[config.mk]
export PLATFORM = sky130hd
export DESIGN_NAME = pc_fetch_unit_flat
export DESIGN_NICKNAME = d
export VERILOG_FILES = /design/src/rtl/pc_fetch_unit_if.sv /design/src/rtl/pc_fetch_unit.sv /design/src/flat_wrapper.sv
export SDC_FILE = /design/constraint.sdc
export NUM_CORES = 1
export LEC_CHECK = 0
export CAP_MARGIN = 25
export CELL_PAD_IN_SITES_DETAIL_PLACEMENT = 1
export CELL_PAD_IN_SITES_GLOBAL_PLACEMENT = 2
export CORE_ASPECT_RATIO = 0.75
export CORE_MARGIN = 1.5
export CORE_UTILIZATION = 26
export DETAILED_ROUTE_END_ITERATION = 10
export GPL_ROUTABILITY_DRIVEN = 0
export HOLD_SLACK_MARGIN = 0.12
export PLACE_DENSITY_LB_ADDON = 0.1
export SLEW_MARGIN = 20
export SYNTH_ARGS = -nofsm -noshare
export SYNTH_HDL_FRONTEND = slang
export SYNTH_SLANG_ARGS = --single-unit
[constraint.sdc]
create_clock -name Clk -period 4.4 [get_ports Clk]
set_input_delay 0.88 -clock Clk [delete_from_list [all_inputs] [get_ports Clk]]
set_output_delay 0.88 -clock Clk [all_outputs]
set_load 0.05 [all_outputs]
[src/rtl/pc_fetch_unit_if.sv]
// Fetch-stage bus: redirect inputs, stall, and the instruction-memory request handshake.
// AddrError exists only when PC_ADDR_ERR_EN is defined.
interface pc_fetch_unit_if;
    logic [31:0] BranchTarget;
    logic        BranchTaken;
    logic [31:0] JumpTarget;
    logic        Jump;
    logic        Stall;
    logic        FetchReady;
    logic        FetchValid;
    logic [31:0] FetchAddr;
    logic [31:0] PCResult;
    logic [31:0] PCAddResult;
    logic        RedirectPending;
`ifdef PC_ADDR_ERR_EN
    logic        AddrError;
`endif

    modport master (
`ifdef PC_ADDR_ERR_EN
        output AddrError,
`endif
        input  BranchTarget, BranchTaken, JumpTarget, Jump, Stall, FetchReady,
        output FetchValid, FetchAddr, PCResult, PCAddResult, RedirectPending
    );

    modport slave (
`ifdef PC_ADDR_ERR_EN
        input  AddrError,
`endif
        output BranchTarget, BranchTaken, JumpTarget, Jump, Stall, FetchReady,
        input  FetchValid, FetchAddr, PCResult, PCAddResult, RedirectPending
    );
endinterface

[src/rtl/pc_fetch_unit.sv]
// PC stage: holds the PC, issues valid/ready fetch requests, buffers redirects that arrive
// while a request is stuck. Optional misaligned-target trap via macro PC_ADDR_ERR_EN.
module pc_fetch_unit #(
    parameter logic [31:0] RESET_VECTOR = 32'h0000_0000,
    parameter int unsigned PC_STEP      = 4
) (
    input  logic            Clk,
    input  logic            Reset,
    pc_fetch_unit_if.master bus
);
    localparam int unsigned AW = 32;

    typedef enum logic [1:0] {ST_BOOT, ST_FETCH, ST_HOLD} state_t;

    state_t        state_q, state_d;
    logic [AW-1:0] pc_q, pc_d;
    logic [AW-1:0] pend_q, pend_d;
    logic          pend_vld_q, pend_vld_d;

    logic          fetch_valid_c;
    logic          accept_c;
    logic          redir_c, redir_bad_c, redir_ok_c;
    logic [AW-1:0] redir_raw_c, redir_tgt_c, pc_inc_c;

    assign pc_inc_c      = pc_q + AW'(PC_STEP);
    assign fetch_valid_c = (state_q == ST_FETCH) && !bus.Stall;
    assign accept_c      = fetch_valid_c && bus.FetchReady;

    // Jump wins over branch; target is word-aligned by masking.
    always_comb begin
        redir_c     = bus.Jump | bus.BranchTaken;
        redir_raw_c = bus.Jump ? bus.JumpTarget : bus.BranchTarget;
        redir_tgt_c = redir_raw_c & ~AW'(3);
`ifdef PC_ADDR_ERR_EN
        redir_bad_c = redir_c && (redir_raw_c[1:0] != 2'b00);
`else
        redir_bad_c = 1'b0;
`endif
        redir_ok_c  = redir_c && !redir_bad_c;
    end

    always_comb begin
        state_d    = state_q;
        pc_d       = pc_q;
        pend_d     = pend_q;
        pend_vld_d = pend_vld_q;

        case (state_q)
            ST_BOOT:  if (!bus.Stall) state_d = ST_FETCH;
            ST_FETCH: if (bus.Stall)  state_d = ST_HOLD;
            ST_HOLD:  if (!bus.Stall) state_d = ST_FETCH;
            default:  state_d = ST_BOOT;
        endcase

        // Stuck request keeps FetchAddr stable, so a redirect must wait in pending.
        if (accept_c) begin
            if (redir_ok_c)      pc_d = redir_tgt_c;
            else if (pend_vld_q) pc_d = pend_q;
            else                 pc_d = pc_inc_c;
            pend_vld_d = 1'b0;
        end else if (fetch_valid_c) begin
            if (redir_ok_c) begin
                pend_d     = redir_tgt_c;
                pend_vld_d = 1'b1;
            end
        end else if (redir_ok_c) begin
            pc_d       = redir_tgt_c;
            pend_vld_d = 1'b0;
        end
    end

    always_ff @(posedge Clk) begin
        if (!Reset) begin
            state_q    <= ST_BOOT;
            pc_q       <= RESET_VECTOR;
            pend_q     <= '0;
            pend_vld_q <= 1'b0;
        end else begin
            state_q    <= state_d;
            pc_q       <= pc_d;
            pend_q     <= pend_d;
            pend_vld_q <= pend_vld_d;
        end
    end

`ifdef PC_ADDR_ERR_EN
    logic addr_err_q, addr_err_d;

    // Sticky until reset.
    always_comb addr_err_d = addr_err_q | redir_bad_c;

    always_ff @(posedge Clk) begin
        if (!Reset) addr_err_q <= 1'b0;
        else        addr_err_q <= addr_err_d;
    end

    assign bus.AddrError = addr_err_q;
`endif

    assign bus.FetchValid      = fetch_valid_c;
    assign bus.FetchAddr       = pc_q;
    assign bus.PCResult        = pc_q;
    assign bus.PCAddResult     = pc_inc_c;
    assign bus.RedirectPending = pend_vld_q;

endmodule

[src/flat_wrapper.sv]
// flat-port wrapper written by rule: the top's interface ports become plain ports
module pc_fetch_unit_flat 
#(
    parameter logic [31:0] RESET_VECTOR = 32'h0000_0000,
    parameter int unsigned PC_STEP      = 4
)
  (Clk, Reset, bus_BranchTarget, bus_BranchTaken, bus_JumpTarget, bus_Jump, bus_Stall, bus_FetchReady, bus_FetchValid, bus_FetchAddr, bus_PCResult, bus_PCAddResult, bus_RedirectPending);
  pc_fetch_unit_if bus_i ();
  input  logic Clk;
  input  logic Reset;
  input wire logic [$bits(bus_i.BranchTarget)-1:0] bus_BranchTarget;
  input wire logic [$bits(bus_i.BranchTaken)-1:0] bus_BranchTaken;
  input wire logic [$bits(bus_i.JumpTarget)-1:0] bus_JumpTarget;
  input wire logic [$bits(bus_i.Jump)-1:0] bus_Jump;
  input wire logic [$bits(bus_i.Stall)-1:0] bus_Stall;
  input wire logic [$bits(bus_i.FetchReady)-1:0] bus_FetchReady;
  output wire logic [$bits(bus_i.FetchValid)-1:0] bus_FetchValid;
  output wire logic [$bits(bus_i.FetchAddr)-1:0] bus_FetchAddr;
  output wire logic [$bits(bus_i.PCResult)-1:0] bus_PCResult;
  output wire logic [$bits(bus_i.PCAddResult)-1:0] bus_PCAddResult;
  output wire logic [$bits(bus_i.RedirectPending)-1:0] bus_RedirectPending;
  assign bus_i.BranchTarget = bus_BranchTarget;
  assign bus_i.BranchTaken = bus_BranchTaken;
  assign bus_i.JumpTarget = bus_JumpTarget;
  assign bus_i.Jump = bus_Jump;
  assign bus_i.Stall = bus_Stall;
  assign bus_i.FetchReady = bus_FetchReady;
  assign bus_FetchValid = bus_i.FetchValid;
  assign bus_FetchAddr = bus_i.FetchAddr;
  assign bus_PCResult = bus_i.PCResult;
  assign bus_PCAddResult = bus_i.PCAddResult;
  assign bus_RedirectPending = bus_i.RedirectPending;
  pc_fetch_unit #(.RESET_VECTOR(RESET_VECTOR), .PC_STEP(PC_STEP)) u_core (.Clk(Clk), .Reset(Reset), .bus(bus_i));
endmodule
After elaboration in Yosys (flattened, before gate mapping) --
Index checks and enable logic that the tools add are counted.
Storage, ports and cells: register bits 65, input bits 70, output and inout port bits 98, logic and storage cells 35
Operators by class: add/subtract/negate cells 1, equality and inequality tests 5, muxes and demuxes 12, bitwise operators 3, reductions and logical operators 10
Operator list (number):
- two-way mux 32 bit | 6
- adder 32 x 3 -> 32 bit (second input constant) | 1
- inequality test 2 bit (second input constant) | 3
- two-way mux 2 bit | 2
- case mux 2 bit (2 select lines) | 1
- AND reduction 2 bit | 2
- OR reduction 2 bit | 2
- two-way mux 1 bit | 3
- AND reduction 3 bit | 1
- == test 2 x 1 -> 1 bit (second input constant) | 1
- == test 2 bit (second input constant) | 1
- logical AND 1 bit | 2
- logical NOT 2 bit | 1
- inverter 1 bit | 2
- nonzero test 2 bit | 1
- logical NOT 1 bit | 1
- bitwise OR 1 bit | 1

Depth between registers and ports, before layout --
Gate-level depths: netlist (run 1).
depth after elaboration 5, mapped depth 7

Worst setup path before layout (run 1) --
No wires, ideal clock.
path kind flip-flop to output port, start point register u_core.pc_q[15] (netlist: u_core.bus.FetchAddr[15]), end point output port bus_PCAddResult[27], arrival 2.597 ns, required time 3.520 ns, slack 0.923 ns, stages on the path, launching flop included 6, path buffers 1, cells stage by stage dfxtp_1 buf_2 nand4_1 nor4_4 nand4_1 xnor2_1
On the way: cells in the longest elaborated chain, start to end 1
Ends and longest elaborated chain:
- start: declaration | RTL line pc_fetch_unit.sv:16 | logic [AW-1:0] pc_q, pc_d;
- start signal: assignment | RTL line pc_fetch_unit.sv:80 | pc_q <= pc_d;
- adder 32 x 3 -> 32 bit | RTL line pc_fetch_unit.sv:25 | assign pc_inc_c = pc_q + AW'(PC_STEP);
- end: declaration | RTL line flat_wrapper.sv:20 | output wire logic [$bits(bus_i.PCAddResult)-1:0] bus_PCAddResult;
No other way between the ends.

Worst setup path in the final report (run 1) --
start point register u_core.pc_q[7] (netlist: u_core.bus.FetchAddr[7]), end point output port bus_PCAddResult[20]
The elaborated chain is that of the path after synthesis.

==> results of run 1 <==
==> cell usage after synthesis, types with 2 or more instances <==
cell type,instances,area share [%]
dfxtp_1,63,30
and2_1,2,0.30
a311oi_1,7,1.4
o21a_1,6,1.1
a22o_1,3,0.62
nand2b_1,8,1.2
nor2_1,55,4.9
a32o_1,4,0.95
o211ai_2,2,0.59
mux2_2,4,1.1
o211a_1,2,0.47
mux2i_1,28,6.6
xor2_1,8,1.7
and4_1,6,1.2
o211ai_1,2,0.35
a31o_1,4,0.83
clkbuf_1,13,1.2
or2_2,3,0.44
nor4b_2,2,0.71
o2bb2ai_1,4,0.83
nor3_1,10,1.2
buf_4,37,6.6
o221a_2,2,0.53
nand2_1,35,3.1
a211oi_1,25,4.4
o32ai_1,2,0.41
nand4_1,13,1.9
a31oi_1,2,0.30
nor2b_1,13,1.9
and3_1,5,0.74
o221ai_1,4,0.83
inv_1,9,0.80
xnor2_1,20,4.1
buf_2,16,1.9
o21ai_0,28,3.3
o21ai_1,6,0.71
nand3_1,13,1.5
a21o_1,3,0.53
a21oi_1,27,3.2
buf_6,2,0.53
==> power breakdown <==
| group | switching (mW) | internal [mW] |
|---|---|---|
| clock network | 0.263 | 0.376 |
| registers | 0.0617 | 0.608 |
| logic | 0.474 | 0.274 |
==> worst max path at each step <==
| stage | startpoint | endpoint | slack (ns) | depth (start not counted) |
|---|---|---|---|---|
| after floorplan | u_core.bus.FetchAddr[15] | bus_PCAddResult[27] | 0.92 | 5 |
| after global placement | bus_Stall | bus_FetchValid | 0.65 | 4 |
| after detailed placement | bus_Stall | bus_FetchValid | 0.64 | 4 |
| after CTS | u_core.bus.FetchAddr[7] | bus_PCAddResult[31] | 0.39 | 5 |
| after global routing | u_core.bus.FetchAddr[2] | bus_PCAddResult[20] | 0.17 | 6 |
| final | u_core.bus.FetchAddr[7] | bus_PCAddResult[20] | 0.42 | 5 |
==> layer usage <==
layer  global-route usage, %  vias to the layer above  wire length, microns
li1                        -                     2081                     -
met1                    26.8                     2046                  7790
met2                    28.4                      114                  6850
met3                    4.52                        8                  1060
met4                    4.12                        0                    92
met5                       0                        -                     0
==> cell families (layout without fill, tap and decap cells) <==
kind of cell	after synthesis	count (layout)
XOR/XNOR	29	29
other	1	6
flip-flops	63	63
AO/OA/AOI/OAI	142	142
AND/OR/NAND/NOR	172	172
adder cells (fa/ha/maj)	1	1
multiplexers	32	32
buffers and inverters	79	198
==> worst register-to-register path, cell delays in order, from the launching register on <==
cell     delay (ns)
dfxtp_1        0.43
inv_1          0.62
nand2_1        0.60
o21a_1         0.34
o221a_2        0.26
==> layout by cell type, fill, tap and decap left out, drive strengths merged, types with 9 or more instances in the layout <==
master	instances
a211oi	26
a21oi	28
buf	17
clkbuf	11
clkdlybuf4s50	156
dfxtp	63
inv	9
mux2i	28
nand2	35
nand3	13
nand4	14
nor2	56
nor2b	13
nor3	11
o21ai	34
xnor2	21
==> area by class of cell <==
cell class	count	share of cell area (%)
clock buffers	11	3.86
clock inverters	5	0.416
inverters	9	0.561
multi-input cells	382	41.8
flip-flops and latches	63	20.9
well taps	210	4.36
repair buffers	173	28.0
==> registers in the layout, indices dropped and copies added, names as in the netlist <==
name / cells
u_core.pend_q: 30
u_core.state_q: 2
u_core.bus.FetchAddr: 30
u_core.bus.RedirectPending: 1
==> impl_results.md, run 1 <==
* Main flop type after synthesis: dfxtp_1
* Pre-CTS setup slack at 0.639 ns
* Synthesis Warnings at 0
* Final Setup Violations at 0
* R2R depth at 4
* Final Cycle Share at between 90% and 100%
* Async SR Flop Fraction at 0%
* Worst min-delay path startpoint: u_core.pend_q[11]
* Skew-Pair Late Insertion Delay at 0.33 ns
* Finished Cell Area at 6020 sq um
* DP Cell Count at 837
* Syn Area/Cell at 8.16 sq um
* Core ar. at approximately 16000 sq um
* Worst Hold Endpoint: u_core.pend_q[11]
* Starting density of the core at about a quarter
* Synth Area in Simple Gates at roughly a fifth
* Vias in the first global route at approximately 4200
* Tmin final at 3.98 ns
* Chip Height at 114 microns
* Total gr overflow at 0
* DR pass1 iterations at 4
* Synth unique cells at 61
* Fill cells at 1891
* Initial drt markers at 168
* # DRC at 0
* N_diodes at 0
* Worst-Margin Slew at 0.751 ns
* Util after Layout at about 38%
* Top delay family on crit path: simple AND/OR/NAND/NOR gates
* Root Driver: clkbuf_16
* Register Area at 1260 sq um
* Final Hold Fails at 0
* Routed len/inst at 18.5 microns
* Reg2reg start: u_core.bus.RedirectPending
* First-pass GRT wire length at ~24000 microns
* Htree depth at 3
* Max-Cap Viols at 0
* CTS Buf Count at 9
* Layout Cells excl Fill at around 850
* Kind of critical path: flip-flop to primary output
* Setup repair bufs after CTS at 0
* Power per cell area at around 340 nW/um^2
* Placed wire-length estimate at 12000 microns
* Max-slew violations at 0
* Detail Route Antenna Nets at 0
* CP Max Fanout at 8
* Placed standard-cell area at 5760 sq um
* Setup Skew at 0.00624 ns
* Final WL at approximately 16000 microns
* FF-to-FF setup slack at 2.05 ns
* CTS Hold Bufs at 0
* # IOs at 168
* Row count at 40
* GR Util All Layers at 18.8%
* Layout cell share with drive strength beyond 1 at 8.09%
* Synthesized instance count at 519
* DR vias at between 4000 and 5000
* Synth Area in XOR/XNOR at under 10%
* Largest net degree at the start of global routing at 39
* Max Clock Freq at approximately 250 MHz
* Main combinational cell family by area after synthesis: compound AO/OA/AOI/OAI gates
* P_leak at 2.23 nW
* Pwr Total at 2.06 mW
* Multi-input logic area at between 2000 and 3000 sq um
* Post-cts sizing count at 0
* Crit path buf inv count at 1
* Synth Area in Compound Gates at a little under a quarter
* Post-synth EDFFs at 0
* Final Worst Setup Slack at about 0.42 ns
* Initial antenna violation count at 0
* Worst Path Arrival at 3.10 ns
* Startpoint class of the critical path: flip-flop
* Slew HR at 49.9%
* CTS sink cnt at between 60 and 70
* Synth-to-Final Area Change at 42.2%
* Critical path's slowest cell: clkdlybuf4s50_1
* Mux contribution to synthesized area at 7.68%
* PortBufs at roughly 160
* Status: complete, no violations
* Die Wd at 150 microns
* TNS Setup at 0 ns
* CTS Buffer Depth at 2
* Worst setup EP type: primary output
* Sequential share of the synthesized area at between 20% and 30%
* Worst vdd ir at about 0.00015 V
* Post-Syn Area at 4230 sq um
* Worst path max stage delay at 0.82 ns
* Worst EP required at ~3.5 ns
* Reg clk slew, reported paths at ~0.050 ns
* Worst hold slack at slightly below 0.5 ns
* Area share of fa/ha/maj cells after synthesis at 0.296%
* RSZ-0062 raised after global routing: no
* Hold depth at 2
* Hold WC Path Type: flip-flop to flip-flop
* Nets at 709
* Die area at 17100 sq um
* CP cell instances: nand4_1, nor4_1, nand3_1, xnor2_1, clkdlybuf4s50_1
* TritonCTS clock tree: done
* Via/cell ratio at 4.98
* Post-synthesis register bit count at 63
* R2R Path End: u_core.bus.FetchAddr[19]
(Power assumes the default switching activity.)
==> inputs of run 2 (changes only) <==
--- a/config.mk
+++ b/config.mk
@@ -9,7 +9,7 @@
 export CELL_PAD_IN_SITES_DETAIL_PLACEMENT = 1
 export CELL_PAD_IN_SITES_GLOBAL_PLACEMENT = 2
 export CORE_ASPECT_RATIO = 0.75
-export CORE_MARGIN = 1.5
+export CORE_MARGIN = 2
 export CORE_UTILIZATION = 26
 export DETAILED_ROUTE_END_ITERATION = 10
 export GPL_ROUTABILITY_DRIVEN = 0
==> impl_results.md, run 2 (synthesis results as in run 1) <==
* Placed wire-length estimate at 12100 microns
* Routed len/inst at 19.2 microns
* Final Hold Fails at 0
* Max Clock Freq at approximately 250 MHz
* Synth-to-Final Area Change at 42.5%
* Max-slew violations at 0
* Status: complete, no violations
* Startpoint class of the critical path: flip-flop
* Total gr overflow at 0
* CP Max Fanout at 8
* GR Util All Layers at 18.8%
* Vias in the first global route at 4362
* Layout cell share with drive strength beyond 1 at 7.68%
* Initial drt markers at 205
* CTS sink cnt at 63
* Reg clk slew, reported paths at 0.05 ns
* Final Setup Violations at 0
* DR vias at between 4000 and 5000
* Kind of critical path: flip-flop to primary output
* Pwr Total at 2.08 mW
* TNS Setup at 0 ns
* First-pass GRT wire length at 24900 microns
* Chip Height at 115 microns
* CTS Hold Bufs at 0
* Setup Skew at 0.00626 ns
* Largest net degree at the start of global routing at between 40 and 50
* Worst vdd ir at around 0.00021 V
* Slew HR at between 50% and 60%
* P_leak at 2.22 nW
* Nets at a little over 700
* # IOs at between 150 and 200
* N_diodes at 0
* Skew-Pair Late Insertion Delay at 0.32 ns
* Power per cell area at roughly 350 nW/um^2
* Final Cycle Share at 90.9%
* # DRC at 0
* CTS Buf Count at 9
* Hold WC Path Type: flip-flop to flip-flop
* Post-cts sizing count at 0
* Tmin final at around 4.0 ns
* Detail Route Antenna Nets at 0
* DR pass1 iterations at 4
* Root Driver: clkbuf_16
* Max-Cap Viols at 0
* RSZ-0062 raised after global routing: no
* Starting density of the core at 26.5%
* Worst-Margin Slew at 0.705 ns
* Worst EP required at 3.52 ns
* Core ar. at between 15000 and 20000 sq um
* TritonCTS clock tree: done
* Die Wd at 151 microns
* Commonest non-fill, non-tap cell in the layout: clkdlybuf4s50_1
* Initial antenna violation count at 0
* Setup repair bufs after CTS at 0
* Row count at 40
* CTS Buffer Depth at 2
* Worst setup EP type: primary output
* Via/cell ratio at slightly above 5
* Highest-count cells in the layout ignoring fill and taps: clkdlybuf4s50_1 (156), dfxtp_1 (63), nor2_1 (55), nand2_1 (35)
* Final WL at 16300 microns
* Die area at 17300 sq um
* Worst Path Arrival at 3.12 ns
* PortBufs at 157
* Htree depth at 3
run 2: changes by cell type in the layout (fill, tap and decap cells not counted), sizes merged:
cell and change:
buf -2, clkbuf +1, clkinv -4
run 2: metrics by stage:
stage | util [%] | setup slack (ns) | cell area (sq um) | hold WS, ns | instances
4_1_cts | 37.8 | 0.399 | 6030 | 0.500 | 848
5_1_grt | 37.8 | 0.193 | 6030 | 0.522 | 848
3_3_place_gp | 36.1 | 0.644 | 5760 | 0.484 | 835
2_1_floorplan | - | 0.923 | 4250 | 0.473 | 524
6_report | 37.8 | 0.401 | 6030 | 0.500 | 848
3_5_place_dp | 36.1 | 0.639 | 5760 | 0.492 | 835
run 2: final cells by class:
type	count	area, sq um
well taps	210	263
multi-input cells	382	2520
fillers	1842	9930
inverters	9	33.8
clock buffers	12	267
repair buffers	171	1680
flip-flops and latches	63	1260
clock inverters	1	5.00
run 2: path summary, 6_finish.rpt:
| kind | startpoint | endpoint | slack, ns | cells past startpoint |
|---|---|---|---|---|
| setup / recovery | u_core.bus.FetchAddr[7] | bus_PCAddResult[18] | 0.40 | 5 |
| hold / removal | u_core.pend_q[19] | u_core.pend_q[19] | 0.50 | 2 |
| setup reg to reg | u_core.bus.FetchAddr[7] | u_core.bus.FetchAddr[31] | 2.12 | 5 |
| hold reg to reg | u_core.pend_q[19] | u_core.pend_q[19] | 0.50 | 2 |
run 2: metal layers:
layer | wire (microns) | track usage, % | share of wire, % | vias to the layer above
met3 | 1010 | 3.82 | 6.2 | 8
li1 | - | - | - | 2074
met5 | 0 | 0 | 0 | -
met2 | 7340 | 30.1 | 45 | 125
met1 | 7870 | 26.3 | 48 | 2080
met4 | 89 | 3.61 | 0.55 | 0
run 2: where the power goes:
part	internal [mW]	leakage, nW	total [mW]	switching (mW)
sequential	0.608	0.518	0.670	0.0618
combinational	0.274	1.57	0.751	0.478
clock	0.417	0.136	0.663	0.246
total	1.30	2.22	2.08	0.786
run 2: critical path: stages, from the launching register on:
cell and delay [ns]:
dfxtp_1 0.50, nand4_1 0.34, nor4_1 0.63, and4_1 0.34
xnor2_1 0.15, clkdlybuf4s50_1 0.83
==> inputs of run 3 (changes only) <==
--- a/config.mk
+++ b/config.mk
@@ -13,9 +13,7 @@
 export CORE_UTILIZATION = 26
 export DETAILED_ROUTE_END_ITERATION = 10
 export GPL_ROUTABILITY_DRIVEN = 0
-export HOLD_SLACK_MARGIN = 0.12
 export PLACE_DENSITY_LB_ADDON = 0.1
-export SLEW_MARGIN = 20
 export SYNTH_ARGS = -nofsm -noshare
 export SYNTH_HDL_FRONTEND = slang
 export SYNTH_SLANG_ARGS = --single-unit
==> results of run 3 <==
Same layout as run 2: the final DEF is identical, and so are final timing and power.
